==> config.mk <==
export PLATFORM = sky130hd
export DESIGN_NAME = ldpc_row_accumulator
export DESIGN_NICKNAME = d
export VERILOG_FILES = /design/src/rtl/ldpc_pkg.sv /design/src/rtl/circ_shift.sv /design/src/rtl/ldpc_row_accumulator.sv
export SDC_FILE = /design/constraint.sdc
export NUM_CORES = 1
export LEC_CHECK = 0
export CORE_MARGIN = 4
export CORE_UTILIZATION = 55
export CTS_BUF_LIST = sky130_fd_sc_hd__clkbuf_16
export CTS_CLUSTER_DIAMETER = 60
export CTS_CLUSTER_SIZE = 30
export DETAILED_ROUTE_END_ITERATION = 12
export PLACE_DENSITY = 0.82
export SKIP_LAST_GASP = 1
export SLEW_MARGIN = 10
export SYNTH_ARGS = -nofsm -noshare
export SYNTH_HDL_FRONTEND = slang
export SYNTH_SLANG_ARGS = --single-unit
==> constraint.sdc <==
create_clock -name clk -period 6.8 [get_ports clk]
set_input_delay 1.36 -clock clk [delete_from_list [all_inputs] [get_ports clk]]
set_output_delay 1.36 -clock clk [all_outputs]
set_load 0.01 [all_outputs]
==> src/rtl/ldpc_pkg.sv <==
// Shared constants and FSM state type for the LDPC row accumulator.
package ldpc_pkg;

    localparam int unsigned Z               = 54;
    localparam int unsigned NUM_INFO_BLKS   = 20;
    localparam int unsigned NUM_PARITY_BLKS = 4;
    localparam int unsigned TOTAL_BLKS      = NUM_INFO_BLKS + NUM_PARITY_BLKS;
    localparam int unsigned ENTRY_W         = 8;

    // Proto-matrix entry meaning "zero circulant".
    localparam logic [7:0]  NULL_SHIFT      = 8'hFF;

    typedef enum logic [1:0] {
        StIdle,
        StLoad,
        StAcc,
        StOut
    } state_t;

endpackage

==> src/rtl/circ_shift.sv <==
// Combinational cyclic rotation: dout[j] = din[(j + shift) mod DATA_W].
// Result is only meaningful for shift < DATA_W; callers filter larger values.
module circ_shift #(
    parameter int unsigned DATA_W  = ldpc_pkg::Z,
    parameter int unsigned SHIFT_W = ldpc_pkg::ENTRY_W
) (
    input  logic [DATA_W-1:0]  din,
    input  logic [SHIFT_W-1:0] shift,
    output logic [DATA_W-1:0]  dout
);

    logic [2*DATA_W-1:0] dbl;

    // Doubling the word turns the modular rotation into a plain right shift.
    always_comb begin
        dbl  = {din, din};
        dout = DATA_W'(dbl >> shift);
    end

endmodule

==> src/rtl/ldpc_row_accumulator.sv <==
// Accumulates rotated information blocks into per-row parity accumulators,
// one proto-matrix row per cycle, using a single shared rotator.
module ldpc_row_accumulator #(
    parameter int unsigned Z               = ldpc_pkg::Z,
    parameter int unsigned NUM_INFO_BLKS   = ldpc_pkg::NUM_INFO_BLKS,
    parameter int unsigned NUM_PARITY_BLKS = ldpc_pkg::NUM_PARITY_BLKS,
    parameter int unsigned TOTAL_BLKS      = NUM_INFO_BLKS + NUM_PARITY_BLKS,
    parameter int unsigned ENTRY_W         = ldpc_pkg::ENTRY_W
) (
    input  logic                                        clk,
    input  logic                                        rst_n,
    input  logic                                        start,
    output logic                                        busy,
    input  logic                                        in_valid,
    output logic                                        in_ready,
    input  logic [Z-1:0]                                in_data,
    output logic [$clog2(NUM_PARITY_BLKS*TOTAL_BLKS)-1:0] rom_addr,
    input  logic [ENTRY_W-1:0]                          rom_data,
    output logic                                        out_valid,
    input  logic                                        out_ready,
    output logic [NUM_PARITY_BLKS*Z-1:0]                out_data,
    output logic                                        err
);

    import ldpc_pkg::*;

    localparam int unsigned AW = $clog2(NUM_PARITY_BLKS * TOTAL_BLKS);
    localparam int unsigned CW = (NUM_INFO_BLKS > 1) ? $clog2(NUM_INFO_BLKS) : 1;
    localparam int unsigned RW = (NUM_PARITY_BLKS > 1) ? $clog2(NUM_PARITY_BLKS) : 1;

    state_t                            state_q, state_d;
    logic [CW-1:0]                     col_q, col_d;
    logic [RW-1:0]                     row_q, row_d;
    logic [Z-1:0]                      blk_q, blk_d;
    logic [NUM_PARITY_BLKS-1:0][Z-1:0] acc_q, acc_d;
    logic                              err_q, err_d;

    logic [Z-1:0] rot;
    logic         entry_null;
    logic         entry_ok;
    logic         last_row;
    logic         last_col;

    circ_shift #(
        .DATA_W  (Z),
        .SHIFT_W (ENTRY_W)
    ) u_circ_shift (
        .din   (blk_q),
        .shift (rom_data),
        .dout  (rot)
    );

    assign entry_null = (rom_data == ENTRY_W'(NULL_SHIFT));
    assign entry_ok   = (32'(rom_data) < Z);
    assign last_row   = (row_q == RW'(NUM_PARITY_BLKS - 1));
    assign last_col   = (col_q == CW'(NUM_INFO_BLKS - 1));

    // Next-state logic: frame sequencing and accumulator update.
    always_comb begin
        state_d = state_q;
        col_d   = col_q;
        row_d   = row_q;
        blk_d   = blk_q;
        acc_d   = acc_q;
        err_d   = err_q;
        unique case (state_q)
            StIdle: begin
                if (start) begin
                    acc_d   = '0;
                    err_d   = 1'b0;
                    col_d   = '0;
                    state_d = StLoad;
                end
            end
            StLoad: begin
                if (in_valid) begin
                    blk_d   = in_data;
                    row_d   = '0;
                    state_d = StAcc;
                end
            end
            StAcc: begin
                if (!entry_null) begin
                    if (entry_ok) begin
                        acc_d[row_q] = acc_q[row_q] ^ rot;
                    end else begin
                        err_d = 1'b1;
                    end
                end
                if (last_row) begin
                    row_d = '0;
                    if (last_col) begin
                        state_d = StOut;
                    end else begin
                        col_d   = col_q + 1'b1;
                        state_d = StLoad;
                    end
                end else begin
                    row_d = row_q + 1'b1;
                end
            end
            StOut: begin
                if (out_ready) begin
                    state_d = StIdle;
                end
            end
            default: state_d = StIdle;
        endcase
    end

    // State registers with asynchronous reset discarding any partial frame.
    always_ff @(posedge clk or negedge rst_n) begin
        if (!rst_n) begin
            state_q <= StIdle;
            col_q   <= '0;
            row_q   <= '0;
            blk_q   <= '0;
            acc_q   <= '0;
            err_q   <= 1'b0;
        end else begin
            state_q <= state_d;
            col_q   <= col_d;
            row_q   <= row_d;
            blk_q   <= blk_d;
            acc_q   <= acc_d;
            err_q   <= err_d;
        end
    end

    // Outputs decoded from the current state.
    always_comb begin
        busy      = (state_q != StIdle);
        in_ready  = (state_q == StLoad);
        out_valid = (state_q == StOut);
        err       = err_q;
        out_data  = acc_q;
        rom_addr  = '0;
        if (state_q == StAcc) begin
            rom_addr = AW'(row_q * TOTAL_BLKS + col_q);
        end
    end

endmodule

**Word level (Yosys, flattened, before mapping)**

Cells that the tools add are included.

- Add/subtract/negate cells: 3
- $mul: 1
- Divide/modulo/power cells: 0
- Magnitude comparators: 3
- Equality and inequality tests: 14
- Shift-type cells: 1
- Multiplexer cells: 27
- Bitwise operators: 1
- Reduce and logical (&&, ||, !) cells: 11

Operators by type and width:

| cell | number |
|---|---|
| 216-bit two-way mux | 3 |
| 216-bit case mux with 2 select lines | 1 |
| 216-bit bitwise mux | 1 |
| 54-bit binary-select mux with 2-bit select | 1 |
| 54-bit demux with 2-bit select | 1 |
| 54-bit two-way mux | 2 |
| 108-bit by 8-bit >> shifter with 54-bit output | 1 |
| 54-bit XOR | 1 |
| 4-bit AND reduction | 4 |
| 5-bit two-way mux | 3 |
| 2-bit two-way mux | 7 |
| 2-bit inequality test (second input constant) | 7 |
| 5-bit case mux with 2 select lines | 1 |
| 8-bit == test (second input constant) | 1 |
| 8-bit by 6-bit less-than comparator with 1-bit output (second input constant) | 1 |
| 2-bit case mux with 4 select lines | 1 |
| 7-bit by 5-bit adder with 7-bit output | 1 |
| 7-bit two-way mux | 1 |
| 2-bit == test (second input constant) | 3 |
| 2-bit nonzero test | 3 |
| 5-bit by 1-bit adder with 5-bit output (second input constant) | 1 |
| 5-bit == test (second input constant) | 1 |
| 2-bit by 2-bit multiplier with 4-bit output (second input constant) | 1 |
| 2-bit case mux with 2 select lines | 1 |
| other kinds (10) | 13 |

- Register bits: 280
- Bits in latches: 0
- Bits in writable memories: 0
- ROM bits: 0
- Bits of input ports: 67
- Output and inout port bits: 227
- Word-level logic and storage cells: 70
- Memories kept: 0

**Depth between registers and ports, before layout**

- Depth after elaboration: 8
- Mapped depth: 11
- Mapped depth without buffers: 7

**Hierarchy**

Synthesis repeated with hierarchy kept, for this count alone.

- Cell total of the unflattened synthesis: 1799
- Area, all modules: 19110.8 um2

By module, submodules not included:

| module | instances | cells each | area an instance (um2) | seq. area each (um2) |
|---|---|---|---|---|
| ldpc_row_accumulator | 1 | 1136 | 13809.5 | 7006.7 |
| circ_shift | 1 | 663 | 5301.3 | 0.0 |

**Worst setup path after synthesis**

Ideal clock, no wire load.

- Kind: reg2out
- Start: register row_q[0]
- End: output rom_addr[6]
- Arrival time: 2723 ps
- Data required time: 5440 ps
- Setup slack: 2717 ps
- Cell stages (with the launch flop): 11
- Buffers on the path: 3
- Path through: dfrtp_1 buf_2 buf_2 buf_1 inv_1 ha_1 ha_1 a21oi_1 nor2b_1 xnor2_1 nor2_1

- Cells in the longest elaborated chain, start to end: 3

RTL lines:

| item | line | source |
|---|---|---|
| start, declared | ldpc_row_accumulator.sv:33 | `logic [RW-1:0] row_q, row_d;` |
| start signal, assigned | ldpc_row_accumulator.sv:123 | `row_q <= row_d;` |
| 2-bit by 2-bit multiplier with 4-bit output | ldpc_row_accumulator.sv:139 | `rom_addr = AW'(row_q * TOTAL_BLKS + col_q);` |
| 7-bit by 5-bit adder with 7-bit output | ldpc_row_accumulator.sv:139 |  |
| 7-bit two-way mux | ldpc_row_accumulator.sv:138 | `if (state_q == StAcc) begin` |
| end, declared | ldpc_row_accumulator.sv:17 | `output logic [$clog2(NUM_PARITY_BLKS*TOTAL_BLKS)-1:0] rom_addr,` |

Every way passes these cells.

**Final worst setup path**

- Start: register row_q[1]
- End: output rom_addr[6]

Same word-level chain as after synthesis.

==> flow_summary_export.csv <==
group,metric,value,unit
run_status,status,"finished, final reports clean",
timing,setup_viol,0,
clock_tree,clk_latency,0.55,ns
hold_path,hold_start,"out_data[212]",
clock_tree,clockBufferDepth,3,
timing,min_period,4.90,ns
floorplanning,die_h,186,um
critical_path,crit_fanout,56,
yosys,yosysTopAreaCell,"dfrtp_1",
routing,routed_wirelength,61200,um
layout,fin_nets,1762,
yosys,synth-edff-count,0,
timing,skew,0.0265,ns
global_route,track_usage,34.9,%
power,p_leak,8.66,nW
place,pre_cts_slack,1.51,ns
yosys,syn-mean-instance-area,11.9,sq um
critical_path,worst-endpoint-arrival,3.54,ns
hold_path,hold_depth,2,
timing,period_share,72.0,%
global_route,grt_overflow,0,
floorplanning,start_util,56.3,%
critical_path,critPathKind,"reg2out",
critical_path,rr_worst_depth,7,
layout,syn_to_final_growth,23.1,%
clock_tree,cts_sinks,280,
yosys,yosys_warnings,0,
layout,drive_gt1_share,20.6,%
critical_path,cp-startpoint,"row_q[1]",
yosys,synth.most_common_cell,"dfrtp_1",
power,power.density,322,nW/um^2
yosys,netlist_top_cells_count,"dfrtp_1, mux4_2, nand2_1, a22o_1, o21ai_0",
global_route,antenna_found_initial,0,
timing,fin_tns_setup,0,ns
yosys,yosys_most_used_dff,"dfrtp_1",
timing,timing.fmax,0.204,GHz
routing,drtIter0Drc,2057,
clock_tree,cts.reportedPaths.clkPinSlew,0.07,ns
clock_tree,clockRootBuffer,"clkbuf_16",
routing,met2WireLength,28200,um
routing,drc,0,
layout,diodes,0,
yosys,netlist_area,17400,sq um
clock_tree,postCtsSetupBuffers,0,
timing,holdWs,0.513,ns
clock_tree,htreeDepth,1,
yosys,synth-seq-area-share,40.2,%
layout,final_core_util,69.3,%
yosys,synth_top_area_share,40.2,%
place,dp_hpwl,44400,um
hold_path,hp-class,"reg2reg",
clock_tree,cts_hold_buf,0,
floorplanning,dieArea,34600,sq um
timing,tightest_slew,1.07,ns
yosys,netlist_top_cells_area,"dfrtp_1, mux4_2, a22o_1",
routing,wl_per_cell,29.1,um
clock_tree,cts_tree,"done",
critical_path,end_kind,"output pin",
yosys,synthCells,1466,
timing,setup_ws,1.90,ns
yosys,synth_nets,1541,
place,gp_congestion,1.00,
timing,hold_viol_final,0,
global_route,grt_first_pass_wirelength,92300,um
yosys,ys_types,65,
job,cap_violations,0,
power,peakVddDrop,0.380,mV
global_route,grt_max_degree,155,
yosys,async_flop_share,100,%
routing,m1WireLength,24700,um
place,portBuffers,293,
yosys,yosys_register_bits,280,
timing,slew_headroom,28.0,%
timing,slew_viol_final,0,
critical_path,required,5.44,ns
floorplanning,io_pins,294,
clock_tree,cts_buffers,24,
floorplanning,rows,64,
clock_tree,cts_resized,0,
routing,first_pass_iters,5,
floorplanning,fp.dieW,186,um
routing,antenna_left,0,
critical_path,r2r-start,"blk_q[46]",
critical_path,worst_setup_path_start_kind,"register",
floorplanning,coreArea,30900,sq um
routing,routed_via_density,7.02,
routing,vias,14800,
timing,rsz0062_at_grt,"no",
routing,highest_layer,"met4",
global_route,grt_pass1_vias,14300,
routing,met3_length,5860,um
==> where the power goes <==
part / switching [mW] / internal (mW)
Sequential: 0.341 / 1.88
Clock: 0.730 / 0.722
Combinational: 1.83 / 1.40
Total: 2.90 / 4.00
==> worst paths after layout <==
| path | slack, ns | end |
|---|---|---|
| max in group asynchronous | 4.48 | row_q[1] |
| min | 0.51 | out_data[212] |
| min in group asynchronous | 0.88 | out_data[21] |
| min reg2reg | 0.51 | out_data[212] |
| max | 1.90 | rom_addr[6] |
| max reg2reg | 3.39 | out_data[113] |
==> critical path: stages, from the launching register on <==
cell and delay, ns:
dfrtp_2 0.39, buf_4 0.68, inv_1 0.18, ha_1 0.38, ha_1 0.29, a21oi_1 0.13
nor2b_1 0.07, xnor2_1 0.12, nor2_1 0.13, clkdlybuf4s50_1 0.61
==> sequential cells by signal, summed over array words and instances, names as in the netlist <==
name and flops:
out_data 216, blk_q 54, err 1, col_q 5
row_q 2, state_q 2
==> stage by stage <==
stage               power [mW]  std cells  cell area [sq um]
floorplan                 4.24       1466              17400
global placement          5.32       2057              20600
detailed placement        5.38       2057              20600
CTS                       6.84       2101              21400
global route              7.17       2101              21400
finish                    6.90       2101              21400
==> layout by cell type (no fill, tap or decap), drive strengths merged, types with 4 or more instances in the layout <==
| cell | synthesis | routed |
|---|---|---|
| buf | 41 | 38 |
| a221oi | 6 | 6 |
| nor2b | 5 | 5 |
| a21oi | 17 | 17 |
| clkdlybuf4s50 | 0 | 288 |
| nand4 | 4 | 4 |
| nand3 | 18 | 18 |
| o221ai | 6 | 6 |
| and2 | 10 | 10 |
| inv | 12 | 18 |
| a22oi | 4 | 4 |
| mux2i | 80 | 80 |
| and3 | 7 | 7 |
| nor2 | 55 | 55 |
| xor2 | 10 | 10 |
| clkbuf | 90 | 25 |
| nor3 | 25 | 25 |
| xnor2 | 24 | 24 |
| mux4 | 158 | 158 |
| o31ai | 7 | 7 |
| mux2 | 95 | 95 |
| nand2 | 144 | 144 |
| clkinv | 1 | 13 |
| dfrtp | 280 | 280 |
| o21a | 10 | 10 |
| o21ai | 130 | 130 |
| nand2b | 4 | 4 |
| or2 | 9 | 9 |
| ha | 7 | 7 |
| a22o | 124 | 124 |
| o211ai | 15 | 15 |
| o22ai | 25 | 25 |
| a211oi | 11 | 11 |
==> logic make-up after synthesis <==
logic type               share of synthesized area, %
XOR/XNOR                                         1.71
buffers and inverters                            3.59
adder cells (fa/ha/maj)                         0.618
AND/OR/NAND/NOR                                  7.06
multiplexers                                     31.3
AO/OA/AOI/OAI                                    15.5
flip-flops                                       40.2
==> layer usage <==
layer | up-vias | global-route usage (%)
met1 | 7497 | 51.2
met2 | 980 | 53.9
met3 | 134 | 5.69
met4 | 0 | 11.6
li1 | 6145 | -
met5 | - | 0
==> area by class of cell <==
class                      count  area [sq um]
clock buffer                  25           626
clock inverter                19           234
fill                        2209          9480
inverter                      13          48.8
multi-input combinational   1042          9830
sequential                   280          7010
tap                          396           495
timing repair buffer         326          3180
Note: power is estimated with default switching activity, not from simulation.
